### src/rtl/flow_checker_64.sv
// Receive-side monitor for 64-bit AXI-Stream Ethernet frames: classifies each frame
// to a flow by source MAC, validates header/length/fill and keeps per-flow counters.
//
// state   | meaning
// HDR0    | first beat: dst MAC and src bytes 6-7
// HDR1    | second beat: src bytes 8-11, ethertype, flow lookup
// PAYLOAD | fill-byte checking until tlast
// DONE    | one cycle, counters update, no beat accepted
module flow_checker_64 #(
    parameter int                    N_FLOWS    = 4,
    parameter logic [N_FLOWS*11-1:0] SIZES      = {4{11'd192}},
    parameter logic [N_FLOWS*48-1:0] D_MACS     = {48'hABCDEF000001, 48'hABCDEF000002,
                                                   48'hABCDEF000003, 48'hABCDEF000004},
    parameter logic [N_FLOWS*48-1:0] S_MACS     = {48'hBEEFBEEF0001, 48'hBEEFBEEF0002,
                                                   48'hBEEFBEEF0003, 48'hBEEFBEEF0004},
    parameter logic [N_FLOWS*16-1:0] ETHERTYPES = {4{16'h0800}},
    parameter logic [N_FLOWS*8-1:0]  PAYLOADS   = {8'hAA, 8'hBB, 8'hCC, 8'hDD},
    localparam int                   FW         = (N_FLOWS > 1) ? $clog2(N_FLOWS) : 1
) (
    input  logic                    clk,
    input  logic                    rst,
    input  logic                    clear,
    input  logic [63:0]             s_axis_tdata,
    input  logic [7:0]              s_axis_tkeep,
    input  logic                    s_axis_tvalid,
    input  logic                    s_axis_tlast,
    output logic [N_FLOWS*32-1:0]   pkt_count,
    output logic [N_FLOWS*48-1:0]   byte_count,
    output logic [N_FLOWS*16-1:0]   err_count,
    output logic [15:0]             unknown_count,
    output logic [15:0]             runt_count,
    output logic                    frame_done,
    output logic                    frame_ok,
    output logic [FW-1:0]           frame_flow
);

    typedef enum logic [1:0] {HDR0, HDR1, PAYLOAD, DONE} state_t;

    state_t          r_state;
    state_t          w_next;

    logic [47:0]     r_dst;
    logic [15:0]     r_src_hi;
    logic [15:0]     r_etype;
    logic [10:0]     r_len;
    logic            r_len_ovf;
    logic            r_perr;
    logic            r_runt;
    logic            r_match;
    logic [FW-1:0]   r_flow;

    logic [31:0]     r_pkt  [N_FLOWS];
    logic [47:0]     r_byte [N_FLOWS];
    logic [15:0]     r_err  [N_FLOWS];
    logic [15:0]     r_unknown;
    logic [15:0]     r_runt_cnt;
    logic            r_frame_done;
    logic            r_frame_ok;
    logic [FW-1:0]   r_frame_flow;

    logic            w_accept;
    logic [3:0]      w_beat_bytes;
    logic [11:0]     w_len_sum;
    logic [10:0]     w_len_next;
    logic            w_ovf_next;
    logic [47:0]     w_src;
    logic [15:0]     w_etype;
    logic            w_match;
    logic [FW-1:0]   w_flow_hit;
    logic [FW-1:0]   w_cmp_flow;
    logic [7:0]      w_exp_byte;
    logic            w_pay_bad;
    logic [47:0]     w_exp_dst;
    logic [15:0]     w_exp_etype;
    logic [10:0]     w_exp_size;
    logic            w_good;

    assign w_accept = s_axis_tvalid && (r_state != DONE);

    always_ff @(posedge clk or posedge rst) begin
        if (rst) r_state <= HDR0;
        else     r_state <= w_next;
    end

    always_comb begin
        w_next = r_state;
        case (r_state)
            HDR0:    if (w_accept) w_next = s_axis_tlast ? DONE : HDR1;
            HDR1:    if (w_accept) w_next = s_axis_tlast ? DONE : PAYLOAD;
            PAYLOAD: if (w_accept && s_axis_tlast) w_next = DONE;
            default: w_next = HDR0;
        endcase
    end

    always_comb begin
        w_beat_bytes = 4'd0;
        for (int k = 0; k < 8; k++) w_beat_bytes = w_beat_bytes + {3'd0, s_axis_tkeep[k]};
    end

    assign w_len_sum  = ((r_state == HDR0) ? 12'd0 : {1'b0, r_len}) + {8'd0, w_beat_bytes};
    assign w_len_next = w_len_sum[11] ? 11'h7FF : w_len_sum[10:0];
    assign w_ovf_next = ((r_state == HDR0) ? 1'b0 : r_len_ovf) | w_len_sum[11];

    assign w_src   = {r_src_hi, s_axis_tdata[7:0], s_axis_tdata[15:8],
                      s_axis_tdata[23:16], s_axis_tdata[31:24]};
    assign w_etype = {s_axis_tdata[39:32], s_axis_tdata[47:40]};

    // Scan from the top so the lowest matching index is the one left standing.
    always_comb begin
        w_match    = 1'b0;
        w_flow_hit = '0;
        for (int i = N_FLOWS - 1; i >= 0; i--) begin
            if (w_src == S_MACS[i*48 +: 48]) begin
                w_match    = 1'b1;
                w_flow_hit = FW'(i);
            end
        end
    end

    assign w_cmp_flow = (r_state == HDR1) ? w_flow_hit : r_flow;

    always_comb begin
        w_exp_byte  = '0;
        w_exp_dst   = '0;
        w_exp_etype = '0;
        w_exp_size  = '0;
        for (int i = 0; i < N_FLOWS; i++) begin
            if (w_cmp_flow == FW'(i)) w_exp_byte = PAYLOADS[i*8 +: 8];
            if (r_flow == FW'(i)) begin
                w_exp_dst   = D_MACS[i*48 +: 48];
                w_exp_etype = ETHERTYPES[i*16 +: 16];
                w_exp_size  = SIZES[i*11 +: 11];
            end
        end
    end

    // In HDR1 only bytes 14-15 (lanes 6-7) are payload.
    always_comb begin
        w_pay_bad = 1'b0;
        for (int k = 0; k < 8; k++) begin
            if (s_axis_tkeep[k] && ((r_state == PAYLOAD) || ((r_state == HDR1) && (k >= 6))) &&
                (s_axis_tdata[8*k +: 8] != w_exp_byte))
                w_pay_bad = 1'b1;
        end
    end

    always_ff @(posedge clk or posedge rst) begin
        if (rst) begin
            r_dst     <= '0;
            r_src_hi  <= '0;
            r_etype   <= '0;
            r_len     <= '0;
            r_len_ovf <= 1'b0;
            r_perr    <= 1'b0;
            r_runt    <= 1'b0;
            r_match   <= 1'b0;
            r_flow    <= '0;
        end else if (w_accept) begin
            r_len     <= w_len_next;
            r_len_ovf <= w_ovf_next;
            case (r_state)
                HDR0: begin
                    r_dst    <= {s_axis_tdata[7:0], s_axis_tdata[15:8], s_axis_tdata[23:16],
                                 s_axis_tdata[31:24], s_axis_tdata[39:32], s_axis_tdata[47:40]};
                    r_src_hi <= {s_axis_tdata[55:48], s_axis_tdata[63:56]};
                    r_perr   <= 1'b0;
                    r_runt   <= s_axis_tlast;
                    r_match  <= 1'b0;
                    r_flow   <= '0;
                end
                HDR1: begin
                    r_etype <= w_etype;
                    r_match <= w_match;
                    r_flow  <= w_flow_hit;
                    r_perr  <= w_pay_bad;
                    r_runt  <= s_axis_tlast && (w_len_sum < 12'd14);
                end
                default: r_perr <= r_perr | w_pay_bad;
            endcase
        end
    end

    assign w_good = r_match && !r_runt && !r_perr && !r_len_ovf && (r_len == w_exp_size) &&
                    (r_dst == w_exp_dst) && (r_etype == w_exp_etype);

    always_ff @(posedge clk or posedge rst) begin
        if (rst) begin
            for (int i = 0; i < N_FLOWS; i++) begin
                r_pkt[i]  <= '0;
                r_byte[i] <= '0;
                r_err[i]  <= '0;
            end
            r_unknown    <= '0;
            r_runt_cnt   <= '0;
            r_frame_done <= 1'b0;
            r_frame_ok   <= 1'b0;
            r_frame_flow <= '0;
        end else begin
            r_frame_done <= (r_state == DONE);
            if (r_state == DONE) begin
                r_frame_ok   <= w_good;
                r_frame_flow <= r_match ? r_flow : '0;
            end
            // clear wins over the DONE update; that frame is dropped from the counters.
            if (clear) begin
                for (int i = 0; i < N_FLOWS; i++) begin
                    r_pkt[i]  <= '0;
                    r_byte[i] <= '0;
                    r_err[i]  <= '0;
                end
                r_unknown  <= '0;
                r_runt_cnt <= '0;
            end else if (r_state == DONE) begin
                if (r_runt) begin
                    if (r_runt_cnt != 16'hFFFF) r_runt_cnt <= r_runt_cnt + 16'd1;
                end else if (!r_match) begin
                    if (r_unknown != 16'hFFFF) r_unknown <= r_unknown + 16'd1;
                end else if (w_good) begin
                    r_pkt[r_flow]  <= r_pkt[r_flow] + 32'd1;
                    r_byte[r_flow] <= r_byte[r_flow] + {37'd0, r_len};
                end else if (r_err[r_flow] != 16'hFFFF) begin
                    r_err[r_flow] <= r_err[r_flow] + 16'd1;
                end
            end
        end
    end

    for (genvar g = 0; g < N_FLOWS; g++) begin : g_out
        assign pkt_count[g*32 +: 32]  = r_pkt[g];
        assign byte_count[g*48 +: 48] = r_byte[g];
        assign err_count[g*16 +: 16]  = r_err[g];
    end

    assign unknown_count = r_unknown;
    assign runt_count    = r_runt_cnt;
    assign frame_done    = r_frame_done;
    assign frame_ok      = r_frame_ok;
    assign frame_flow    = r_frame_flow;

endmodule
### config.mk
export PLATFORM = sky130hd
export DESIGN_NAME = flow_checker_64
export DESIGN_NICKNAME = d
export VERILOG_FILES = /design/src/rtl/flow_checker_64.sv
export SDC_FILE = /design/constraint.sdc
export NUM_CORES = 1
export LEC_CHECK = 0
export CORE_UTILIZATION = 30
export CTS_BUF_LIST = sky130_fd_sc_hd__clkbuf_8
export DETAILED_ROUTE_END_ITERATION = 6
export PLACE_DENSITY = 0.58
export SLEW_MARGIN = 0
export SYNTH_ARGS = -nofsm -noshare
export SYNTH_HDL_FRONTEND = slang
export SYNTH_SLANG_ARGS = --single-unit
### constraint.sdc
create_clock -name clk -period 30.3 [get_ports clk]
set_input_delay 4.545 -clock clk [delete_from_list [all_inputs] [get_ports clk]]
set_output_delay 4.545 -clock clk [all_outputs]
set_load 0.01 [all_outputs]
==> results of run 1 <==
==> registers in the layout, summed over array words and instances, names as in the netlist <==
| signal | cells |
|---|---|
| r_len | 11 |
| runt_count | 16 |
| frame_ok | 1 |
| r_runt | 1 |
| r_flow | 2 |
| byte_count | 192 |
| r_perr | 1 |
| r_state | 2 |
| r_dst | 48 |
| frame_flow | 2 |
| pkt_count | 128 |
| r_etype | 16 |
| err_count | 64 |
| r_match | 1 |
| r_len_ovf | 1 |
| frame_done | 1 |
| r_src_hi | 16 |
| unknown_count | 16 |
==> worst max-delay path by stage <==
stage,startpoint,endpoint,slack [ns]
finish,s_axis_tkeep[0],r_runt,22.01
global route,s_axis_tkeep[0],r_runt,21.90
CTS,s_axis_tkeep[0],r_runt,22.13
detailed placement,s_axis_tkeep[0],r_runt,21.31
global placement,s_axis_tkeep[0],r_runt,21.34
floorplan,rst,byte_count[0],11.26
==> final cells by class <==
class / count / area [um^2] / share of cell area
Sequential cell: 519 / 13000 / 0.389
Timing Repair Buffer: 529 / 5210 / 0.156
Inverter: 43 / 169 / 0.00506
Antenna cell: 3 / 7.51 / 0.000225
Multi-Input combinational cell: 1622 / 11700 / 0.352
Clock buffer: 110 / 1510 / 0.0454
Tap cell: 1134 / 1420 / 0.0425
Clock inverter: 49 / 327 / 0.00979
==> metrics by stage <==
stage	setup slack (ns)	util	area [um^2]
finish	22.01	0.398	33400
global route	21.90	0.398	33400
CTS	22.13	0.398	33400
detailed placement	21.31	0.376	31500
global placement	21.34	0.376	31500
floorplan	11.26	-	25500
==> synthesized netlist by cell type, drive strengths merged, types with 15 or more instances <==
master / n
a211oi: 15
a21oi: 29
buf: 41
clkbuf: 87
dfrtp: 519
ha: 29
inv: 43
mux2: 83
mux4: 93
nand2: 414
nand3: 39
nand4: 47
nor2: 96
nor3: 26
nor4: 20
o21ai: 335
o2bb2ai: 64
xnor2: 65
xor2: 60
==> worst min-delay path: stages (launching register included) <==
cell     delay [ns]
dfrtp_1        0.35
nand2_1        0.05
o21ai_0        0.06
==> routing by layer <==
| metal | wire, um | up-vias |
|---|---|---|
| li1 | - | 9374 |
| met1 | 41600 | 10634 |
| met2 | 45100 | 773 |
| met3 | 6650 | 150 |
| met4 | 2570 | 0 |
| met5 | 0 | - |
==> kinds of logic after synthesis <==
group,after synthesis,share of synthesized area
AND/OR/NAND/NOR,757,0.144
flip-flops,519,0.510
AO/OA/AOI/OAI,518,0.124
multiplexers,187,0.127
buffers and inverters,171,0.0336
XOR/XNOR,125,0.0430
adder cells (fa/ha/maj),35,0.0190
==> power groups by stage <==
stage	Clock, W	Combinational, W	Sequential (W)
after CTS	0.000684	0.000283	0.000816
after detailed placement	0	0.000282	0.000828
final	0.000665	0.000282	0.000817
after global routing	0.000713	0.000312	0.000824
after global placement	0	0.000279	0.000828
after floorplan	0	0.000209	0.000803
==> flow_summary.yaml, run 1 <==
run_status:
  status: "completed"
critical_path:
  critPathKind: "in -> reg"
  end_kind: "register"
  cp_slowest_stage_delay_ns: 0.54
  cp_cell_sequence: "clkdlybuf4s50_1 > fa_1 > inv_1 > fa_1 > fa_1 > inv_1 > fa_1 > a21o_1 > a21o_1 > a21oi_1 > nor3_1 > nand4_1 > o21ai_0 > or4_1 > o21ai_0"
  path_depth: 15
  crit_path_top_delay_cell: "fa_1"
  startpoint_type: "primary input"
  critPathMostFrequentCell: "fa_1"
  critPathBufInv: 3
  r2r_end: "r_runt"
  critical_path_required_ns: 30.96
  cp_top_family: "adder cells"
  reg2reg_from: "r_state[1]"
  r2r_cells: 16
  cp.arrival_ns: 8.95
  critPathMaxFanout: 11
  r2r_slack_ns: 25.28
grt:
  met3_usage: 0.0487
  grtUsageTotal: 0.221
  grt_pass1_wl_um: 143000
  grtUsageMet1: 0.300
  grt_use_met2: 0.351
  grt-ovfl-total: 0
  grt_max_degree: 100
  busiest_layer: "met2"
  grt_pass1_vias: 20849
  antenna_found_initial: 5
clocking:
  cts-resized-gates: 0
  cts_setup_buffers: 0
  cts_tree: "built"
  clk_pin_slew_ns: 0.07
  cts_buffers: 92
  clock_sinks: 519
  cts-root-buf: "clkbuf_8"
  ctsHtreeMaxLevel: 3
  holdBufCountCts: 0
  clkLatencyLatePin_ns: 0.74
  cts_max_path_buffers: 3
placement:
  gp_congestion: 0.877
  dp_hpwl_um: 66200
  port_buffers: 496
  dp_cells: 3847
logic_synthesis:
  synth_cell_types: 78
  synthCells: 2312
  synth_top_area_cell: "dfrtp_1"
  yosysWarnings: 0
  synth-async-reset-ratio: 1.00
  synth_area_um2: 25500
  ys_seq_area_frac: 0.510
  ys_seq_elements: 519
  synth_edf_count: 0
  synth_area_per_cell_um2: 11.0
  synth_top_flop_cell: "dfrtp_1"
  ys_top_cells_by_area: "dfrtp_1 (51%), nand2_1 (6.1%), o21ai_0 (6.0%)"
  netlist.area_leader.share: 0.510
  synth_nets: 2424
pwr:
  comb_power_share: 0.160
  p_int_w: 0.00124
  p_seq_frac: 0.463
  p_total_w: 0.00176
  switching_power_w: 0.000525
  p_sw_frac: 0.298
  powerDensity_nw_per_um2: 52.9
  p_leak_nw: 13.2
  p_clk_frac: 0.377
  irDropWorstVdd_mv: 0.0419
drt:
  drt_wl_total_um: 96000
  routedWlPerCell_um: 23.9
  drt_pass1_iterations: 5
  num_vias: 20931
  ant_nets: 0
  drt_first_iter_violations: 1523
  drcViolationCount: 0
  via_per_inst: 5.22
timing:
  finalClockSkew_ns: 0.0663
  setup_violations: 0
  rsz0062_at_grt: "false"
  setup_tns_ns: 0
  fmax_mhz: 121
  drv_slew: 0
  timing.final.crit_period_ns: 8.29
  fin_crit_sh: 0.274
  whs_ns: 0.498
  tightest_slew_ns: 1.23
  finalHoldViolCount: 0
  slew_headroom: 0.172
final_layout:
  fin_cells: 4009
  fill_cells: 8270
  final_cell_mix: "dfrtp_1 (517), clkdlybuf4s50_1 (495), nand2_1 (409)"
  drive_above_1_share: 0.127
  area_growth_pct: 31.1
  final_common_cell: "dfrtp_1"
  fin_nets: 2919
die:
  die_y_um: 293
  coreArea_um2: 83800
  die-area_um2: 86000
  initial_core_util: 0.304
  ios: 497
  die-width_um: 293
  rows: 106
hold_path:
  hold_start: "byte_count[129]"
  min_path_type: "reg -> reg"
  hold_end: "byte_count[129]"
  hold_depth: 2
flow_run:
  maxCapViolations: 0
Note: power is estimated with default switching activity, not from simulation.
==> inputs of run 2 (changes only) <==
Clock period 30.3 ns to 8.6 ns, I/O delays scaled along.
==> run 2 against run 1 <==
First-iteration DRC count fell by 8.4%. Clock skew fell by 0.0069 ns. Via count rose by 0.38%.
==> flow_summary.yaml, run 2 (synthesis gave the netlist of run 1 again) <==
run_status:
  status: "completed"
critical_path:
  reg2reg_from: "r_state[0]"
  end_kind: "register"
  path_depth: 15
  r2r_end: "r_runt"
  critPathKind: "in -> reg"
  r2r_cells: 16
  critPathLaunch: "s_axis_tkeep[0]"
  critical_path_required_ns: 9.19
  cp_top_family: "adder cells"
  crit_path_top_delay_cell: "fa_1"
  cp_cell_sequence: "clkdlybuf4s50_1 > fa_1 > inv_1 > fa_1 > fa_1 > inv_1 > fa_1 > a21o_1 > a21o_1 > a21oi_1 > nor3_1 > nand4_1 > o21ai_0 > or4_1 > o21ai_0"
  startpoint_type: "primary input"
  r2r_slack_ns: 3.62
  cp.arrival_ns: 5.67
  cp_slowest_stage_delay_ns: 0.55
  critPathBufInv: 3
  critPathMostFrequentCell: "fa_1"
  critPathMaxFanout: 11
timing:
  setup_tns_ns: 0
  fin_crit_sh: 0.590
  setup_violations: 0
  tightest_slew_ns: 1.20
  timing.final.crit_period_ns: 5.08
  finalClockSkew_ns: 0.0594
  fmax_mhz: 197
  drv_slew: 0
  slew_headroom: 0.200
  rsz0062_at_grt: "false"
  finalHoldViolCount: 0
final_layout:
  area_growth_pct: 31.3
  final_common_cell: "dfrtp_1"
  fill_cells: 8285
  largest_reg_flops: 192
  final_cell_mix: "dfrtp_1 (517), clkdlybuf4s50_1 (495), nand2_1 (409)"
  regArea_um2: 13000
  drive_above_1_share: 0.126
  fin_nets: 2917
  multi_input_area_um2: 11700
clocking:
  cts_tree: "built"
  cts-resized-gates: 0
  holdBufCountCts: 0
  cts-root-buf: "clkbuf_8"
  cts_buffers: 93
  cts_setup_buffers: 0
  clk_pin_slew_ns: 0.06
  clkLatencyLatePin_ns: 0.72
  clock_sinks: 519
  cts_max_path_buffers: 3
  ctsHtreeMaxLevel: 3
die:
  die_y_um: 293
  die-area_um2: 86000
  coreArea_um2: 83800
  ios: 497
  rows: 106
  die-width_um: 293
  initial_core_util: 0.304
placement:
  port_buffers: 496
  gp_congestion: 0.853
  dp_hpwl_um: 65300
grt:
  grt_max_degree: 149
  grt-ovfl-total: 0
  grt_pass1_wl_um: 142000
  grt_pass1_vias: 21108
  grtUsageTotal: 0.220
  antenna_found_initial: 4
drt:
  drt_wl_total_um: 95700
  routedWlPerCell_um: 23.9
  ant_nets: 0
  drt_pass1_iterations: 6
  via_per_inst: 5.24
  drcViolationCount: 0
  drt_first_iter_violations: 1395
  num_vias: 21011
pwr:
  p_leak_nw: 13.2
  p_total_w: 0.00625
  powerDensity_nw_per_um2: 187
  irDropWorstVdd_mv: 0.128
flow_run:
  maxCapViolations: 0
hold_path:
  hold_end: "pkt_count[41]"
  min_path_type: "reg -> reg"
  hold_start: "pkt_count[41]"
  hold_depth: 2
## run 2: layout make-up
type,count,share of cell area
antenna,5,0.000374
clock buffer,117,0.0482
clock inverter,45,0.00820
inverter,43,0.00494
multi-input combinational,1622,0.351
sequential,519,0.389
tap,1134,0.0425
timing repair buffer,526,0.156
## run 2: per-stage QoR
step	cells	instance area (um^2)	hold slack, ns	utilization	worst slack, ns
global route	4009	33400	0.517	0.399	3.23
global placement	3844	31500	0.482	0.376	2.96
floorplan	2312	25500	0.470	-	0.260
CTS	4006	33400	0.503	0.399	3.52
detailed placement	3844	31500	0.490	0.376	2.91
finish	4011	33400	0.500	0.399	3.52
## run 2: where the power goes
group	switching, W	internal, W
logic	0.000527	0.000462
clock network	0.00113	0.00126
registers	0.000201	0.00267
total	0.00185	0.00440
## run 2: worst max path at each step
| stage | end | slack [ns] |
|---|---|---|
| finish | r_runt | 3.52 |
| CTS | pkt_count[99] | 3.52 |
| detailed placement | r_runt | 2.91 |
| global placement | r_runt | 2.96 |
| floorplan | byte_count[0] | 0.26 |
| global route | r_runt | 3.23 |
## run 2: per-layer routing
metal  vias to the layer above  GRT usage  part of all wire
met5                         -          0                 0
met4                         0     0.0730             0.029
met3                       142     0.0582             0.079
met2                       806      0.349              0.47
met1                     10672      0.289              0.42
li1                       9391          -                 -
## run 2: worst min-delay path: stages (launching register included)
cell and delay (ns):
dfrtp_1 0.35, nand2_1 0.05, o21ai_0 0.06
==> inputs of run 3 (changes only) <==
Clock period 8.6 ns to 4.8 ns, I/O delays scaled along.
==> run 3 against run 2 <==
Combinational power is 86% higher. Critical path depth shrank 4. Clock power is 75% higher. Clock skew down 0.0035 ns. Design area grew 1.1%. Core utilization up 0.43 points. Flip-flop and latch count is the same. Cell count increased by 0.87%. Critical endpoint is now byte_count[141].
==> flow_summary.yaml, run 3 (synthesis gave the netlist of run 1 again) <==
run_status:
  status: "completed"
critical_path:
  critPathMaxFanout: 14
  r2r_cells: 11
  end_kind: "register"
  startpoint_type: "register"
  critical_path_required_ns: 5.35
  critPathKind: "reg -> reg"
  cp.arrival_ns: 4.80
grt:
  grtUsageTotal: 0.220
  grt_use_met2: 0.354
  grt_pass1_wl_um: 143000
  antenna_found_initial: 4
  grtUsageMet1: 0.290
  grt-ovfl-total: 0
  grt_max_degree: 134
  busiest_layer: "met2"
  met3_usage: 0.0542
  grt_pass1_vias: 21573
final_layout:
  area_growth_pct: 32.7
  fill_cells: 8265
  fin_nets: 2957
  drive_above_1_share: 0.137
  largest_reg_flops: 192
  utilization: 0.403
  final_cell_mix: "dfrtp_1 (517), clkdlybuf4s50_1 (495), nand2_1 (409)"
  fin_area_um2: 33800
  final_common_cell: "dfrtp_1"
placement:
  gp_congestion: 0.847
  dp_slack_ns: -0.0722
  dp_hpwl_um: 66800
  port_buffers: 496
  placed_cell_area_um2: 31900
clocking:
  cts_buffers: 96
  ctsHtreeMaxLevel: 3
  cts_setup_buffers: 0
  clkLatencyLatePin_ns: 0.72
  holdBufCountCts: 0
  cts-resized-gates: 0
  clk_pin_slew_ns: 0.06
  cts_max_path_buffers: 3
  clock_sinks: 519
  cts_tree: "built"
  cts-root-buf: "clkbuf_8"
drt:
  drt_pass1_iterations: 5
  drcViolationCount: 0
  via_per_inst: 5.22
  num_vias: 21103
  drt_wl_total_um: 96000
  drt_first_iter_violations: 1307
  routedWlPerCell_um: 23.7
  ant_nets: 0
die:
  rows: 106
  initial_core_util: 0.304
  coreArea_um2: 83800
  die-width_um: 293
  ios: 497
  die_y_um: 293
  die-area_um2: 86000
hold_path:
  min_path_type: "in -> async"
flow_run:
  maxCapViolations: 0
timing:
  fin_ws_ns: 0.553
  fmax_mhz: 235
  fin_crit_sh: 0.885
  drv_slew: 0
  finalClockSkew_ns: 0.0559
  finalHoldViolCount: 0
  slew_headroom: 0.225
  setup_violations: 0
  tightest_slew_ns: 1.16
  rsz0062_at_grt: "false"
  timing.final.crit_period_ns: 4.25
pwr:
  irDropWorstVdd_mv: 0.261
  powerDensity_nw_per_um2: 331
  p_leak_nw: 13.4
## run 3: changes by cell type in the layout (fill, tap and decap cells not counted), sizes merged
| cell | previous run | this run |
|---|---|---|
| clkinv | 5 | 6 |
| diode | 5 | 4 |
| clkinvlp | 1 | 2 |
| inv | 81 | 84 |
| clkbuf | 117 | 111 |
| buf | 31 | 68 |
## run 3: layout make-up
type                       instances  area, um^2  share of cell area
timing repair buffer             563        5630               0.167
tap                             1134        1420              0.0420
inverter                          43         165             0.00489
antenna                            4        10.0            0.000296
sequential                       519       13000               0.385
clock buffer                     111        1530              0.0452
clock inverter                    50         305             0.00904
multi-input combinational       1622       11700               0.347
## run 3: worst max-delay path: stages (launching register included)
cell and delay, ns:
dfrtp_4 0.56, buf_4 0.37, mux4_2 0.56, ha_1 0.35, o21a_1 0.13, o21a_1 0.18
and3_1 0.20, a211oi_1 0.47, or3_1 0.62, nor3_1 0.16, xnor2_1 0.30, o21ai_0 0.16
## run 3: per-layer routing
| layer | vias up | wire (um) |
|---|---|---|
| li1 | 9453 | - |
| met1 | 10755 | 41300 |
| met2 | 740 | 45000 |
| met3 | 153 | 7110 |
| met4 | 2 | 2610 |
| met5 | - | 13 |
## run 3: report_power, final
group / internal (W) / total (W) / switching (W)
registers: 0.00479 / 0.00515 / 0.000360
clock network: 0.00217 / 0.00419 / 0.00202
logic: 0.000883 / 0.00184 / 0.000952
total: 0.00784 / 0.0112 / 0.00333
## run 3: per-stage QoR
| step | hold slack [ns] | std cells | TNS, ns | total power (W) |
|---|---|---|---|---|
| 4_1_cts | 0.415 | 4042 | 0 | 0.0113 |
| 2_1_floorplan | 0.470 | 2312 | -1541.55 | 0.00640 |
| 3_5_place_dp | 0.486 | 3881 | -0.0722 | 0.00705 |
| 5_1_grt | 0.488 | 4046 | 0 | 0.0117 |
| 3_3_place_gp | 0.480 | 3881 | -0.0622 | 0.00702 |
| 6_report | 0.486 | 4046 | 0 | 0.0112 |
## run 3: path summary, 6_finish.rpt
kind | start | to | slack [ns]
min reg2reg | r_dst[34] | r_dst[34] | 0.50
max in group asynchronous | rst | byte_count[81] | 3.14
min | rst | err_count[21] | 0.49
min in group clk | r_dst[34] | r_dst[34] | 0.50
max reg2reg | r_flow[0] | byte_count[141] | 0.55
max | r_flow[0] | byte_count[141] | 0.55
